## config.mk

```make
export PLATFORM = sky130hd
export DESIGN_NAME = mem_rr_arbiter_flat
export DESIGN_NICKNAME = d
export VERILOG_FILES = /design/src/rtl/mem_rr_arbiter_if.sv /design/src/rtl/mem_rr_arbiter.sv /design/src/flat_wrapper.sv
export SDC_FILE = /design/constraint.sdc
export NUM_CORES = 1
export LEC_CHECK = 0
export CORE_AREA = 4 4 198 200
export DETAILED_ROUTE_END_ITERATION = 10
export DIE_AREA = 0 0 202 204
export PLACE_DENSITY = 0.54
export REMOVE_ABC_BUFFERS = 1
export SETUP_SLACK_MARGIN = 0.15
export SYNTH_ARGS = -nofsm -noshare
export SYNTH_HDL_FRONTEND = slang
export SYNTH_SLANG_ARGS = --single-unit
```

## constraint.sdc

```tcl
create_clock -name clk -period 2.4 [get_ports clk]
set_input_delay 0.48 -clock clk [delete_from_list [all_inputs] [get_ports clk]]
set_output_delay 0.48 -clock clk [all_outputs]
set_load 0.02 [all_outputs]
```

## src/rtl/mem_rr_arbiter_if.sv

```systemverilog
// Bus bundle for mem_rr_arbiter: N picorv32 native-interface core ports plus one downstream bus.
// master = arbiter view, slave = cores/memory view.
interface mem_rr_arbiter_if #(
    parameter int N_CORES = 4,
    parameter int ID_BITS = ($clog2(N_CORES) > 0 ? $clog2(N_CORES) : 1)
);
    logic [N_CORES-1:0]    req_valid;
    logic [32*N_CORES-1:0] req_addr;
    logic [32*N_CORES-1:0] req_wdata;
    logic [4*N_CORES-1:0]  req_wstrb;
    logic [N_CORES-1:0]    req_ready;
    logic [32*N_CORES-1:0] req_rdata;
    logic                  mem_valid;
    logic [31:0]           mem_addr;
    logic [31:0]           mem_wdata;
    logic [3:0]            mem_wstrb;
    logic                  mem_ready;
    logic [31:0]           mem_rdata;
    logic [ID_BITS-1:0]    grant_id;
    logic                  timeout_err;

    modport master (
        input  req_valid, req_addr, req_wdata, req_wstrb, mem_ready, mem_rdata,
        output req_ready, req_rdata, mem_valid, mem_addr, mem_wdata, mem_wstrb,
               grant_id, timeout_err
    );

    modport slave (
        output req_valid, req_addr, req_wdata, req_wstrb, mem_ready, mem_rdata,
        input  req_ready, req_rdata, mem_valid, mem_addr, mem_wdata, mem_wstrb,
               grant_id, timeout_err
    );
endinterface

```

## src/rtl/mem_rr_arbiter.sv

```systemverilog
// Round-robin arbiter sharing one picorv32 native memory bus between N cores, one transaction at a time.
// Optional busy watchdog enabled by defining MEM_RR_ARBITER_WATCHDOG_EN.
module mem_rr_arbiter #(
    parameter int N_CORES = 4,
    parameter int ID_BITS = ($clog2(N_CORES) > 0 ? $clog2(N_CORES) : 1),
    parameter int TIMEOUT = 255
) (
    input logic             clk,
    input logic             resetn,
    mem_rr_arbiter_if.master bus
);
    typedef enum logic [1:0] {IDLE, BUSY, RESP} state_t;

    state_t                state, state_nxt;
    logic [ID_BITS-1:0]    ptr, grant, winner, cand;
    logic                  found;
    logic                  complete, timed_out, to_flag;
    logic [31:0]           addr_q, wdata_q;
    logic [3:0]            wstrb_q;
    logic [32*N_CORES-1:0] rdata_q;

    // First requester after ptr, wrapping modulo N_CORES
    always_comb begin
        winner = '0;
        cand   = '0;
        found  = 1'b0;
        for (int unsigned i = 1; i <= N_CORES; i++) begin
            cand = ID_BITS'((32'(ptr) + i) % N_CORES);
            if (!found && bus.req_valid[cand]) begin
                found  = 1'b1;
                winner = cand;
            end
        end
    end

`ifdef MEM_RR_ARBITER_WATCHDOG_EN
    localparam int WD_BITS = (TIMEOUT < 256) ? 8 : 16;
    logic [WD_BITS-1:0] wd_cnt;

    // Fires on the BUSY cycle whose count would reach TIMEOUT; mem_ready wins a tie
    assign timed_out = (state == BUSY) && !bus.mem_ready && (wd_cnt == WD_BITS'(TIMEOUT - 1));

    always_ff @(posedge clk or negedge resetn) begin
        if (!resetn) begin
            wd_cnt  <= '0;
            to_flag <= 1'b0;
        end else if (state == IDLE) begin
            wd_cnt  <= '0;
        end else if (state == BUSY) begin
            to_flag <= timed_out;
            if (!bus.mem_ready)
                wd_cnt <= wd_cnt + WD_BITS'(1);
        end
    end
`else
    assign timed_out = 1'b0;
    assign to_flag   = 1'b0;
`endif

    assign complete = bus.mem_ready || timed_out;

    always_ff @(posedge clk or negedge resetn) begin
        if (!resetn)
            state <= IDLE;
        else
            state <= state_nxt;
    end

    always_comb begin
        state_nxt = state;
        case (state)
            IDLE:    if (found) state_nxt = BUSY;
            BUSY:    if (complete) state_nxt = RESP;
            RESP:    state_nxt = IDLE;
            default: state_nxt = IDLE;
        endcase
    end

    always_comb begin
        bus.mem_valid   = (state == BUSY);
        bus.req_ready   = '0;
        bus.timeout_err = 1'b0;
        if (state == RESP) begin
            bus.req_ready[grant] = 1'b1;
            bus.timeout_err      = to_flag;
        end
    end

    always_ff @(posedge clk or negedge resetn) begin
        if (!resetn) begin
            ptr     <= ID_BITS'(N_CORES - 1);
            grant   <= '0;
            addr_q  <= '0;
            wdata_q <= '0;
            wstrb_q <= '0;
            rdata_q <= '0;
        end else begin
            case (state)
                IDLE: if (found) begin
                    grant   <= winner;
                    addr_q  <= bus.req_addr[32*winner +: 32];
                    wdata_q <= bus.req_wdata[32*winner +: 32];
                    wstrb_q <= bus.req_wstrb[4*winner +: 4];
                end
                BUSY: if (complete) begin
                    rdata_q[32*grant +: 32] <= bus.mem_ready ? bus.mem_rdata : '1;
                    ptr <= grant;
                end
                default: ;
            endcase
        end
    end

    assign bus.mem_addr  = addr_q;
    assign bus.mem_wdata = wdata_q;
    assign bus.mem_wstrb = wstrb_q;
    assign bus.req_rdata = rdata_q;
    assign bus.grant_id  = grant;
endmodule

```

## src/flat_wrapper.sv

```systemverilog
// flat-port wrapper written by rule: the top's interface ports become plain ports
module mem_rr_arbiter_flat 
#(
    parameter int N_CORES = 4,
    parameter int ID_BITS = ($clog2(N_CORES) > 0 ? $clog2(N_CORES) : 1),
    parameter int TIMEOUT = 255
)
  (clk, resetn, bus_req_valid, bus_req_addr, bus_req_wdata, bus_req_wstrb, bus_mem_ready, bus_mem_rdata, bus_req_ready, bus_req_rdata, bus_mem_valid, bus_mem_addr, bus_mem_wdata, bus_mem_wstrb, bus_grant_id, bus_timeout_err);
  mem_rr_arbiter_if #(.N_CORES(N_CORES), .ID_BITS(ID_BITS)) bus_i ();
  input logic clk;
  input logic resetn;
  input wire logic [$bits(bus_i.req_valid)-1:0] bus_req_valid;
  input wire logic [$bits(bus_i.req_addr)-1:0] bus_req_addr;
  input wire logic [$bits(bus_i.req_wdata)-1:0] bus_req_wdata;
  input wire logic [$bits(bus_i.req_wstrb)-1:0] bus_req_wstrb;
  input wire logic [$bits(bus_i.mem_ready)-1:0] bus_mem_ready;
  input wire logic [$bits(bus_i.mem_rdata)-1:0] bus_mem_rdata;
  output wire logic [$bits(bus_i.req_ready)-1:0] bus_req_ready;
  output wire logic [$bits(bus_i.req_rdata)-1:0] bus_req_rdata;
  output wire logic [$bits(bus_i.mem_valid)-1:0] bus_mem_valid;
  output wire logic [$bits(bus_i.mem_addr)-1:0] bus_mem_addr;
  output wire logic [$bits(bus_i.mem_wdata)-1:0] bus_mem_wdata;
  output wire logic [$bits(bus_i.mem_wstrb)-1:0] bus_mem_wstrb;
  output wire logic [$bits(bus_i.grant_id)-1:0] bus_grant_id;
  output wire logic [$bits(bus_i.timeout_err)-1:0] bus_timeout_err;
  assign bus_i.req_valid = bus_req_valid;
  assign bus_i.req_addr = bus_req_addr;
  assign bus_i.req_wdata = bus_req_wdata;
  assign bus_i.req_wstrb = bus_req_wstrb;
  assign bus_i.mem_ready = bus_mem_ready;
  assign bus_i.mem_rdata = bus_mem_rdata;
  assign bus_req_ready = bus_i.req_ready;
  assign bus_req_rdata = bus_i.req_rdata;
  assign bus_mem_valid = bus_i.mem_valid;
  assign bus_mem_addr = bus_i.mem_addr;
  assign bus_mem_wdata = bus_i.mem_wdata;
  assign bus_mem_wstrb = bus_i.mem_wstrb;
  assign bus_grant_id = bus_i.grant_id;
  assign bus_timeout_err = bus_i.timeout_err;
  mem_rr_arbiter #(.N_CORES(N_CORES), .ID_BITS(ID_BITS), .TIMEOUT(TIMEOUT)) u_core (.clk(clk), .resetn(resetn), .bus(bus_i));
endmodule
```

==> results.txt <==
- The critical path contains buffers and inverters numbering 2 combined.
- At the pin with the least slew margin, the transition time is 629 ps.
- Effective utilization at floorplan: 26.4%
- Number of vias per cell: 4.79
- Xor and xnor area share after synthesis: 0%
- For this run the aggregate overflow at the end of global routing stands at 0.
* Category of cells accounting for the largest share of critical-path delay: flip-flops
* Worst path setup slack after routing: 188 ps
- Deepest level of the CTS H-tree: 1
* Critical Path End Type: flip-flop
* Critical path cell sequence: mux2i_2 > o22ai_4 > buf_4 > buf_12 > nor3b_1 > a211oi_1 > a211oi_1
- After synthesis the netlist holds a flip-flop and latch count of 202.
* Vert. Die Dim: 204 um
- The worst-case IR drop observed on VDD is 0.000377 V.
- Arr. time, crit path: 2640 ps
- Once detailed placement completed, the half-perimeter wirelength came to 34100 um.
* Max-cap violations: 0
- The setup path with the least slack is of type reg2reg.
- In this run the tool buffered the top-level ports with 513 buffer cells.
- DR WL/cell: 22.0 um
- During synthesis, Yosys emitted a total of 0 warnings.
- Among the stages of the critical path, the cell type that occurs most often is sky130_fd_sc_hd__a211oi_1.
- In the routed design, unresolved DRC markers number 0.
- First-pass GRT wire length: 66600 um
- Number of DRC violations after detailed-routing iteration 0: 447
- Average cell area after synthesis: 10.2 um^2
* CTS tree: done
- The run finished with clean final reports.
* Nets: 1824
- Final sum of negative setup slack: 0 ps
* Overall power of the completed layout: 21.1 mW
- Routed wire length: 45000 um
- Inserted Clock Buffers: 24
- In this run, synthesis inferred 0 flip-flops with an integrated enable.
- Pwr Density: 1240 nW/um^2
- Synth Area in Simple Gates: 16.4%
- Max-slew violation count: 0
- Among all stages on the critical path, the largest delay is contributed by sky130_fd_sc_hd__dfstp_2.
* Slew HR: 57.7%
- For this run, asynchronously set or reset flops after synthesis account for 100%.
* Top post-synthesis cells by area: sky130_fd_sc_hd__dfrtp_1, sky130_fd_sc_hd__a211oi_1, sky130_fd_sc_hd__mux2i_1
* Max Fclk: 452 MHz
- All-Layer GR Usage: 20.8%
- For this run, the leading register cell type out of synthesis is sky130_fd_sc_hd__dfrtp_1.
- Die area: 41200 um^2
- Entering global routing, the biggest net connects 70 pins.
- For this run, the detailed router's first-pass iteration total came to 5.
* Portion of netlist area occupied by mux cells: 7.11%
- Counting along the longest clock path gives a buffer depth of 3.
- Number of setup violations in the final report: 0
- Leading cell types by count after synthesis: sky130_fd_sc_hd__dfrtp_1, sky130_fd_sc_hd__nand2_1, sky130_fd_sc_hd__a211oi_1
- In this run the count of I/O pins placed on the die edge is 515.
* Share of the synthesized area in the top cell type: 50.7%
* Number of failing hold endpoints at the final stage: 0
* Pre-CTS WS: -260 ps
- After synthesis, the netlist uses 40 different library cells.
- The floorplan has 71 rows.
* Classification of the worst-slack hold path: in2async
- Of the total synthesized cell area, the portion taken by full adders, half adders and majority gates is 0.887%.
* GPL Wtd Cong: 0.821
- Clock-pin slew was measured on the worst setup and hold paths at 60 ps.
- Chip Width: 202 um
* Maximum net fanout on the critical path: 20
- Slowest cell delay on critical path: 570 ps
- Compound-Gate Fraction of Synth Area: 19.8%
* Synthesized cell area: 9870 um^2
- Initial antenna violation count: 10
- The region available for standard cell placement spans 37400 um^2.
* Share of cells above drive strength 1: 10.3%
* Dominant combinational cell family by area after synthesis: compound AO/OA/AOI/OAI gates
- The later pin in the worst-skew pair is clocked with a latency of 520 ps.
- Share of synthesized area occupied by flip-flops and latches: 51.2%
* Share of the core filled with cells in the final layout: 45.5%
* Required @ worst endpoint: 2830 ps
- Post-synthesis instance total: 971
- The biggest area contributor in the post-synthesis netlist is sky130_fd_sc_hd__dfrtp_1.
- Number of fillers in the final layout: 3622
* Total number of vias: 9796
- The number of global-route vias before repair came to 10500.
- Summing all flip-flop and latch instances after layout gives 5060 um^2.
- Once detail routing completed, the nets flagged for antenna violations numbered 0.
- Largest clock skew in the final design: 11.2 ps
* Tcrit/Tclk final: 92.2%
* Synth-to-layout area growth: 72.2%
* Root Buffer: sky130_fd_sc_hd__clkbuf_16
- Launching element type of the critical path: flip-flop
- In this run the static leakage power is 6.82 nW.
* Clock tree sinks: 202
- The clock period could shrink to 2210 ps.
- Summing all multi-input logic gate instances after layout gives 4440 um^2.
- Setup repair after global routing could not meet its margin everywhere.
- Most common cell in the netlist: sky130_fd_sc_hd__dfrtp_1
## worst reg2reg max path, stage by stage (launching register included)
cell                       delay, ps
sky130_fd_sc_hd__dfstp_2         570
sky130_fd_sc_hd__mux2i_2         310
sky130_fd_sc_hd__o22ai_4         120
sky130_fd_sc_hd__buf_4           170
sky130_fd_sc_hd__buf_12          160
sky130_fd_sc_hd__nor3b_1         480
sky130_fd_sc_hd__a211oi_1         90
sky130_fd_sc_hd__a211oi_1        220
## logic make-up after synthesis
family / count (synthesis)
muxes: 70
DFF: 202
other: 1
AOI/OAI and AO/OA: 275
buffers and inverters: 92
adders and majority gates: 7
and+or+nand+nor: 324
## layout make-up
| cell class | count | area share, % |
|---|---|---|
| diodes | 10 | 0.147 |
| clock buffers | 32 | 4.01 |
| clock inverters | 10 | 0.640 |
| inverters | 5 | 0.110 |
| multi-input cells | 677 | 26.1 |
| flip-flops and latches | 202 | 29.7 |
| well taps | 511 | 3.76 |
| repair buffers | 596 | 35.5 |
## timing repair
item,4_1_cts,5_1_grt
hold buffers,1,0
pin swaps,0,0
hold endpoints to repair,39,0
buffers inserted,0,0
endpoints found under the setup margin,6,10
gates resized for setup,9,13
## final timing paths
check	from	end	slack, ps	cells past startpoint
max	u_core.ptr[1]	u_core.bus.mem_wdata[0]	190	7
min	resetn	u_core.bus.req_rdata[92]	460	2
max reg2reg	u_core.ptr[1]	u_core.bus.mem_wdata[0]	190	7
min reg2reg	u_core.bus.req_rdata[93]	u_core.bus.req_rdata[93]	470	2
max in group asynchronous	resetn	u_core.bus.mem_wdata[6]	1180	3
min in group clk	u_core.bus.req_rdata[93]	u_core.bus.req_rdata[93]	470	2
## layout by cell type (no fill, tap or decap), drive strengths merged, types with 3 or more instances in the layout
cell             n
nor2            72
mux2i           69
o31ai           65
and2             5
clkdlybuf4s50  507
clkbuf          36
inv              6
nand2          132
clkinv           6
or3              3
nand2b           3
dfrtp          200
a211oi         135
nor2b           33
buf             83
ha               7
diode           10
o21ai           67
nor3b           67
a21oi            3
## state kept, by name (all words and copies together) (netlist names)
register,cells
u_core.bus.grant_id,2
u_core.bus.mem_addr,32
u_core.bus.mem_wdata,32
u_core.bus.mem_wstrb,4
u_core.bus.req_rdata,128
u_core.ptr,2
u_core.state,2
## through the flow
| stage | instances | cell area, um^2 | hold WS [ps] |
|---|---|---|---|
| 2_1_floorplan | 884 | 9450 | 184 |
| 3_3_place_gp | 1990 | 16200 | 435 |
| 3_5_place_dp | 1990 | 16200 | 437 |
| 4_1_cts | 2033 | 17000 | 445 |
| 5_1_grt | 2043 | 17000 | 478 |
| 6_report | 2043 | 17000 | 465 |
## per-layer routing
layer  up-vias  global-route usage [%]  share of wire [%]
met2       460                    36.1                 50
li1       4596                       -                  -
met3        58                    6.71                9.3
met1      4682                    24.4                 38
met5         -                       0                  0
met4         0                    7.23                2.7
## power by group
| part | switching, mW | internal (mW) |
|---|---|---|
| clock network | 1.51 | 2.21 |
| registers | 0.936 | 4.94 |
| logic | 6.23 | 5.27 |
No activity file was read; power rests on OpenSTA's default activity.
